**src/rtl/frame_draw_arbiter_if.sv**
```systemverilog
// Bundle between the three drawing engines and the VGA plot port:
// per-requester handshake and pixel buses in, arbitrated pixel bus and pass status out.
interface frame_draw_arbiter_if #(
  parameter int X_W   = 8,
  parameter int Y_W   = 7,
  parameter int COL_W = 3
);
  logic               frame_tick;
  logic [2:0]         req;
  logic [2:0]         done;
  logic [3*X_W-1:0]   pix_x_in;
  logic [3*Y_W-1:0]   pix_y_in;
  logic [3*COL_W-1:0] pix_c_in;
  logic [2:0]         plot_in;
  logic [2:0]         grant;
  logic [X_W-1:0]     vga_x;
  logic [Y_W-1:0]     vga_y;
  logic [COL_W-1:0]   vga_colour;
  logic               vga_plot;
  logic               frame_busy;
  logic               frame_done;
  logic [1:0]         cur_slot;
  logic               overrun_err;
  logic               timeout_err;

  modport master (
    output frame_tick, req, done, pix_x_in, pix_y_in, pix_c_in, plot_in,
    input  grant, vga_x, vga_y, vga_colour, vga_plot,
           frame_busy, frame_done, cur_slot, overrun_err, timeout_err
  );

  modport slave (
    input  frame_tick, req, done, pix_x_in, pix_y_in, pix_c_in, plot_in,
    output grant, vga_x, vga_y, vga_colour, vga_plot,
           frame_busy, frame_done, cur_slot, overrun_err, timeout_err
  );
endinterface

```
**src/rtl/frame_draw_arbiter.sv**
```systemverilog
// One fixed-order draw pass per frame tick (erase, walls, bird), each requester granted the
// VGA plot port at most once per pass; the granted pixel bus is registered onto the VGA inputs.
module frame_draw_arbiter #(
  parameter int X_W        = 8,
  parameter int Y_W        = 7,
  parameter int COL_W      = 3,
  parameter int MAX_CYCLES = 20000
) (
  input logic                 clk,
  input logic                 resetn,
  frame_draw_arbiter_if.slave bus
);
  localparam int CNT_W = $clog2(MAX_CYCLES + 1);
  localparam logic [CNT_W-1:0] CNT_LAST = CNT_W'(MAX_CYCLES - 1);

  typedef enum logic [1:0] {IDLE, SCAN, GRANT, GAP} state_t;

  state_t             state_q, state_d;
  logic [1:0]         slot_q, slot_d;
  logic [2:0]         grant_q, grant_d;
  logic [CNT_W-1:0]   cnt_q, cnt_d;
  logic               busy_q, busy_d;
  logic               fdone_q, fdone_d;
  logic               ovr_q, ovr_d;
  logic               tmo_q, tmo_d;
  logic [X_W-1:0]     vga_x_q, vga_x_d;
  logic [Y_W-1:0]     vga_y_q, vga_y_d;
  logic [COL_W-1:0]   vga_c_q, vga_c_d;
  logic               vga_plot_q, vga_plot_d;

  // Slot 3 never occurs; the spare entry keeps the slot-indexed mux in range.
  logic [X_W-1:0]   x_arr [4];
  logic [Y_W-1:0]   y_arr [4];
  logic [COL_W-1:0] c_arr [4];

  genvar gi;
  generate
    for (gi = 0; gi < 3; gi++) begin : g_unpack
      assign x_arr[gi] = bus.pix_x_in[gi*X_W +: X_W];
      assign y_arr[gi] = bus.pix_y_in[gi*Y_W +: Y_W];
      assign c_arr[gi] = bus.pix_c_in[gi*COL_W +: COL_W];
    end
  endgenerate
  assign x_arr[3] = '0;
  assign y_arr[3] = '0;
  assign c_arr[3] = '0;

  always_comb begin
    state_d = state_q;
    slot_d  = slot_q;
    grant_d = grant_q;
    cnt_d   = cnt_q;
    busy_d  = busy_q;
    fdone_d = 1'b0;
    tmo_d   = tmo_q;
    // A tick is only honoured from IDLE; any tick seen while busy is an overrun.
    ovr_d   = ovr_q | (bus.frame_tick & busy_q);

    case (state_q)
      IDLE: begin
        if (bus.frame_tick) begin
          state_d = SCAN;
          slot_d  = 2'd0;
          busy_d  = 1'b1;
        end
      end
      SCAN: begin
        if (bus.req[slot_q]) begin
          state_d = GRANT;
          grant_d = 3'b001 << slot_q;
          cnt_d   = '0;
        end else if (slot_q == 2'd2) begin
          state_d = IDLE;
          busy_d  = 1'b0;
          fdone_d = 1'b1;
        end else begin
          slot_d = slot_q + 2'd1;
        end
      end
      GRANT: begin
        cnt_d = cnt_q + 1'b1;
        // done wins over a simultaneous timeout.
        if (bus.done[slot_q]) begin
          state_d = GAP;
          grant_d = '0;
        end else if (cnt_q == CNT_LAST) begin
          state_d = GAP;
          grant_d = '0;
          tmo_d   = 1'b1;
        end
      end
      GAP: begin
        cnt_d = '0;
        if (slot_q == 2'd2) begin
          state_d = IDLE;
          busy_d  = 1'b0;
          fdone_d = 1'b1;
        end else begin
          state_d = SCAN;
          slot_d  = slot_q + 2'd1;
        end
      end
      default: state_d = IDLE;
    endcase
  end

  always_comb begin
    vga_x_d    = vga_x_q;
    vga_y_d    = vga_y_q;
    vga_c_d    = vga_c_q;
    vga_plot_d = |(bus.plot_in & grant_q);
    if (grant_q != 3'b000) begin
      vga_x_d = x_arr[slot_q];
      vga_y_d = y_arr[slot_q];
      vga_c_d = c_arr[slot_q];
    end
  end

  always_ff @(posedge clk) begin
    if (resetn) begin
      state_q    <= IDLE;
      slot_q     <= 2'd0;
      grant_q    <= '0;
      cnt_q      <= '0;
      busy_q     <= 1'b0;
      fdone_q    <= 1'b0;
      ovr_q      <= 1'b0;
      tmo_q      <= 1'b0;
      vga_x_q    <= '0;
      vga_y_q    <= '0;
      vga_c_q    <= '0;
      vga_plot_q <= 1'b0;
    end else begin
      state_q    <= state_d;
      slot_q     <= slot_d;
      grant_q    <= grant_d;
      cnt_q      <= cnt_d;
      busy_q     <= busy_d;
      fdone_q    <= fdone_d;
      ovr_q      <= ovr_d;
      tmo_q      <= tmo_d;
      vga_x_q    <= vga_x_d;
      vga_y_q    <= vga_y_d;
      vga_c_q    <= vga_c_d;
      vga_plot_q <= vga_plot_d;
    end
  end

  assign bus.grant       = grant_q;
  assign bus.vga_x       = vga_x_q;
  assign bus.vga_y       = vga_y_q;
  assign bus.vga_colour  = vga_c_q;
  assign bus.vga_plot    = vga_plot_q;
  assign bus.frame_busy  = busy_q;
  assign bus.frame_done  = fdone_q;
  assign bus.cur_slot    = slot_q;
  assign bus.overrun_err = ovr_q;
  assign bus.timeout_err = tmo_q;
endmodule

```
**src/flat_wrapper.sv**
```systemverilog
// flat-port wrapper written by rule: the top's interface ports become plain ports
module frame_draw_arbiter_flat 
#(
  parameter int X_W        = 8,
  parameter int Y_W        = 7,
  parameter int COL_W      = 3,
  parameter int MAX_CYCLES = 20000
)
  (clk, resetn, bus_frame_tick, bus_req, bus_done, bus_pix_x_in, bus_pix_y_in, bus_pix_c_in, bus_plot_in, bus_grant, bus_vga_x, bus_vga_y, bus_vga_colour, bus_vga_plot, bus_frame_busy, bus_frame_done, bus_cur_slot, bus_overrun_err, bus_timeout_err);
  frame_draw_arbiter_if #(.X_W(X_W), .Y_W(Y_W), .COL_W(COL_W)) bus_i ();
  input logic clk;
  input logic resetn;
  input wire logic [$bits(bus_i.frame_tick)-1:0] bus_frame_tick;
  input wire logic [$bits(bus_i.req)-1:0] bus_req;
  input wire logic [$bits(bus_i.done)-1:0] bus_done;
  input wire logic [$bits(bus_i.pix_x_in)-1:0] bus_pix_x_in;
  input wire logic [$bits(bus_i.pix_y_in)-1:0] bus_pix_y_in;
  input wire logic [$bits(bus_i.pix_c_in)-1:0] bus_pix_c_in;
  input wire logic [$bits(bus_i.plot_in)-1:0] bus_plot_in;
  output wire logic [$bits(bus_i.grant)-1:0] bus_grant;
  output wire logic [$bits(bus_i.vga_x)-1:0] bus_vga_x;
  output wire logic [$bits(bus_i.vga_y)-1:0] bus_vga_y;
  output wire logic [$bits(bus_i.vga_colour)-1:0] bus_vga_colour;
  output wire logic [$bits(bus_i.vga_plot)-1:0] bus_vga_plot;
  output wire logic [$bits(bus_i.frame_busy)-1:0] bus_frame_busy;
  output wire logic [$bits(bus_i.frame_done)-1:0] bus_frame_done;
  output wire logic [$bits(bus_i.cur_slot)-1:0] bus_cur_slot;
  output wire logic [$bits(bus_i.overrun_err)-1:0] bus_overrun_err;
  output wire logic [$bits(bus_i.timeout_err)-1:0] bus_timeout_err;
  assign bus_i.frame_tick = bus_frame_tick;
  assign bus_i.req = bus_req;
  assign bus_i.done = bus_done;
  assign bus_i.pix_x_in = bus_pix_x_in;
  assign bus_i.pix_y_in = bus_pix_y_in;
  assign bus_i.pix_c_in = bus_pix_c_in;
  assign bus_i.plot_in = bus_plot_in;
  assign bus_grant = bus_i.grant;
  assign bus_vga_x = bus_i.vga_x;
  assign bus_vga_y = bus_i.vga_y;
  assign bus_vga_colour = bus_i.vga_colour;
  assign bus_vga_plot = bus_i.vga_plot;
  assign bus_frame_busy = bus_i.frame_busy;
  assign bus_frame_done = bus_i.frame_done;
  assign bus_cur_slot = bus_i.cur_slot;
  assign bus_overrun_err = bus_i.overrun_err;
  assign bus_timeout_err = bus_i.timeout_err;
  frame_draw_arbiter #(.X_W(X_W), .Y_W(Y_W), .COL_W(COL_W), .MAX_CYCLES(MAX_CYCLES)) u_core (.clk(clk), .resetn(resetn), .bus(bus_i));
endmodule
```
**config.mk**
```make
export PLATFORM = sky130hd
export DESIGN_NAME = frame_draw_arbiter_flat
export DESIGN_NICKNAME = d
export VERILOG_FILES = /design/src/rtl/frame_draw_arbiter_if.sv /design/src/rtl/frame_draw_arbiter.sv /design/src/flat_wrapper.sv
export SDC_FILE = /design/constraint.sdc
export NUM_CORES = 1
export LEC_CHECK = 0
export CORE_ASPECT_RATIO = 1.1
export CORE_MARGIN = 1.5
export CORE_UTILIZATION = 44
export CTS_CLUSTER_DIAMETER = 60
export DETAILED_ROUTE_END_ITERATION = 12
export PLACE_DENSITY = 0.8
export SLEW_MARGIN = 10
export SYNTH_ARGS = -nofsm -noshare
export SYNTH_HDL_FRONTEND = slang
export SYNTH_SLANG_ARGS = --single-unit
export TNS_END_PERCENT = 50
```
**constraint.sdc**
```tcl
create_clock -name clk -period 2 [get_ports clk]
set_input_delay 0.6 -clock clk [delete_from_list [all_inputs] [get_ports clk]]
set_output_delay 0.6 -clock clk [all_outputs]
set_load 0.01 [all_outputs]
```
==> flow_summary.json <==
{
  "slowest_stage": "sky130_fd_sc_hd__clkdlybuf4s50_1",
  "post_route_cell_area_um2": 3630,
  "critical_path_arrival_ns": 1.30,
  "synth_top_flop_cell": "sky130_fd_sc_hd__dfxtp_1",
  "firstDrtPassIters": 4,
  "area.growth.synth_to_final_pct": 48.6,
  "root_cell_of_the_clock_tree": "sky130_fd_sc_hd__clkbuf_8",
  "drt-vias-per-instance": 5.46,
  "yosysUniqueCellTypes": 47,
  "clk_pin_slew_worst_paths_ns": 0.08,
  "fin_worst_hold_slack_ns": 0.483,
  "clkLatencyLatePin_ns": 0.29,
  "design.final.nets": 461,
  "cts-buffers-inserted": 5,
  "placed_cell_area_um2": 3520,
  "initial_core_util_pct": 45.5,
  "grt_max_degree": 37,
  "yosys_register_bits": 45,
  "synth_enable_flop_cells": 0,
  "fp.dieW_um": 74,
  "first_global_vias": 2408,
  "clock_skew_ns": 0.00544,
  "timing.critical_path.fanout_max": 4,
  "result_of_the_run": "completed",
  "asyncSetResetFlopFracSynth_pct": 0,
  "layout.area.seq_um2": 903,
  "reg2regPathDepth": 6,
  "timing.fmax_mhz": 526,
  "irDropWorstVdd_uv": 453,
  "p_total_mw": 2.26,
  "type_of_element_launching_the_critical_path": "flop",
  "die_ht_um": 81.1,
  "leakage_nw": 1.30,
  "cts.path.max_buffers": 2,
  "post-route-worst-setup-slack_ns": 0.0999,
  "num-fill-cells": 443,
  "critical_path_required_ns": 1.40,
  "slew_violations": 0,
  "worst_pin_slew_ns": 0.419,
  "core_area_um2": 5360,
  "final_core_utilization_pct": 67.6,
  "setup_total_negative_slack_ns": 0,
  "wl_cell_um": 14.5,
  "cts_tree": "yes",
  "multiInputGateArea_um2": 1400,
  "drc_violations": 0,
  "synth_top_area_share_pct": 36.9,
  "worstHoldPathType": "reg -> reg",
  "gpl.final_weighted_congestion": 0.884,
  "grt_pass1_wl_um": 11200,
  "synth.net_count": 362,
  "final.period_utilization_pct": 95.0,
  "max_cap_violations": 0,
  "drive_above_1_share_pct": 9.46,
  "report.final.hold_viol_count": 0,
  "fin_crit_ns": 1.90,
  "h-tree-depth": 2,
  "post-place-ws_ns": -0.225,
  "maxSlewHeadroom_pct": 72.0,
  "whs_path_depth": 1,
  "number_of_clock_sinks": 45,
  "syn_inst": 292,
  "synth.yosys.seq_area_share_pct": 36.9,
  "end_kind": "primary output",
  "io_pins": 94,
  "io_buffers": 93,
  "placement_rows": 28,
  "initial_antenna_violation_count": 0,
  "overflow": 0,
  "synth_warnings": 0,
  "synth_common_cells": "48 x sky130_fd_sc_hd__nor2_1, 45 x sky130_fd_sc_hd__dfxtp_1, 33 x sky130_fd_sc_hd__a21oi_1, 20 x sky130_fd_sc_hd__a211oi_1, 19 x sky130_fd_sc_hd__mux2i_1",
  "antenna_fix_cells": 0,
  "detailed_place_hpwl_um": 5270,
  "holdBufCountCts": 0,
  "worst-setup-path-type": "reg -> out",
  "synthDominantAreaCellType": "sky130_fd_sc_hd__dfxtp_1",
  "route.final.wire_length_um": 6770,
  "timing.critical_path.slowest_cell_delay_ns": 0.59,
  "design.die.area_um2": 6000,
  "avgSynthCellArea_um2": 8.36,
  "layout.cells.non_filler": 466,
  "timing.critical_path.buf_inv": 1,
  "critical_path.cell_chain": "clkdlybuf4s50_1",
  "numPlacedInstances": 459,
  "rsz0062_at_grt": "no",
  "critical-path-top-delay-family": "buffers and inverters",
  "antenna_violating_nets_post_route": 0,
  "grt_usage_pct": 24.2,
  "ff_to_ff_setup_slack_ns": 0.22,
  "drt_iter0_drc": 129,
  "power_dens_cells_nw_per_um2": 624,
  "final-setup-viol-count": 0,
  "synth_most_common_cell": "sky130_fd_sc_hd__nor2_1",
  "mappedNetlistArea_um2": 2440,
  "cp_num_cells": 1,
  "post_synth_main_area_contributors": "sky130_fd_sc_hd__dfxtp_1 37%, sky130_fd_sc_hd__mux2i_1 7.8%, sky130_fd_sc_hd__nor2_1 7.4%, sky130_fd_sc_hd__a21oi_1 6.8%, sky130_fd_sc_hd__a211oi_1 6.2%",
  "detailroute.via_count": 2543
}
-- flip-flops by register name, summed over array words and instances (netlist names), 2 cells and up, named ones only --
name                   cells
u_core.bus.cur_slot        2
u_core.bus.grant           3
u_core.bus.vga_colour      3
u_core.bus.vga_x           8
u_core.bus.vga_y           7
u_core.cnt_q              15
-- worst paths after layout --
kind,to,start
setup / recovery,bus_frame_busy,u_core.bus.frame_busy
hold / removal,u_core.bus.timeout_err,u_core.bus.timeout_err
setup reg to reg,u_core.bus.timeout_err,u_core.cnt_q[0]
hold reg to reg,u_core.bus.timeout_err,u_core.bus.timeout_err
-- layout make-up --
cell class	count	share of cell area, %
Clock inverter	2	0.966
Multi-Input combinational cell	217	38.7
Sequential cell	45	24.9
Inverter	7	0.725
Tap cell	75	2.59
Clock buffer	5	1.90
Timing Repair Buffer	115	30.2
-- cells by family after synthesis --
kind of cell,count (synthesis),share of synthesized area [%]
buffers and inverters,30,5.59
adders and majority gates,4,2.05
DFF,45,36.9
and+or+nand+nor,102,21.3
muxes,21,8.87
AOI/OAI and AO/OA,90,25.3
-- routing by layer --
layer	up-vias	global-route usage, %	routed length [µm]
met2	95	41.3	3360
met3	7	8.06	554
met1	1153	28.2	2760
met5	-	0	0
li1	1288	-	-
met4	0	7.78	91
-- repair_timing --
action | in CTS | in global routing
setup buffers | 0 | 0
endpoints found under the setup margin | 0 | 5
gates resized for setup | 0 | 2
-- power by group --
part	switching [mW]	internal, mW
logic	0.253	0.341
clock network	0.301	0.363
registers	0.0430	0.962
-- worst register-to-register path, cell delays in order (launching register included) --
cell and delay (ns):
sky130_fd_sc_hd__dfxtp_1 0.38, sky130_fd_sc_hd__ha_1 0.22, sky130_fd_sc_hd__and4_1 0.31, sky130_fd_sc_hd__buf_4 0.17
sky130_fd_sc_hd__nand4_1 0.22, sky130_fd_sc_hd__nor3b_1 0.30, sky130_fd_sc_hd__o21a_1 0.13
-- placed cells by master (no fill, tap or decap), drive strengths merged, types with 2 or more instances in the layout --
cell type and n:
nor3 4, nor2b 6, a21oi 33, a211oi 20, nand2b 2, nor4b 2, a22oi 3, o211ai 4
clkbuf 5, o21a 3, and3 5, ha 4, nor2 48, inv 7, buf 22, o21ai 6
nor3b 3, o311ai 3, mux2i 19, a31oi 6, nand2 9, a311oi 2, nand3 7, clkdlybuf4s50 93
nand4 5, and4 2, mux2 2, dfxtp 45, a41oi 2, or4 4
Power figures use the tool's default switching activity.
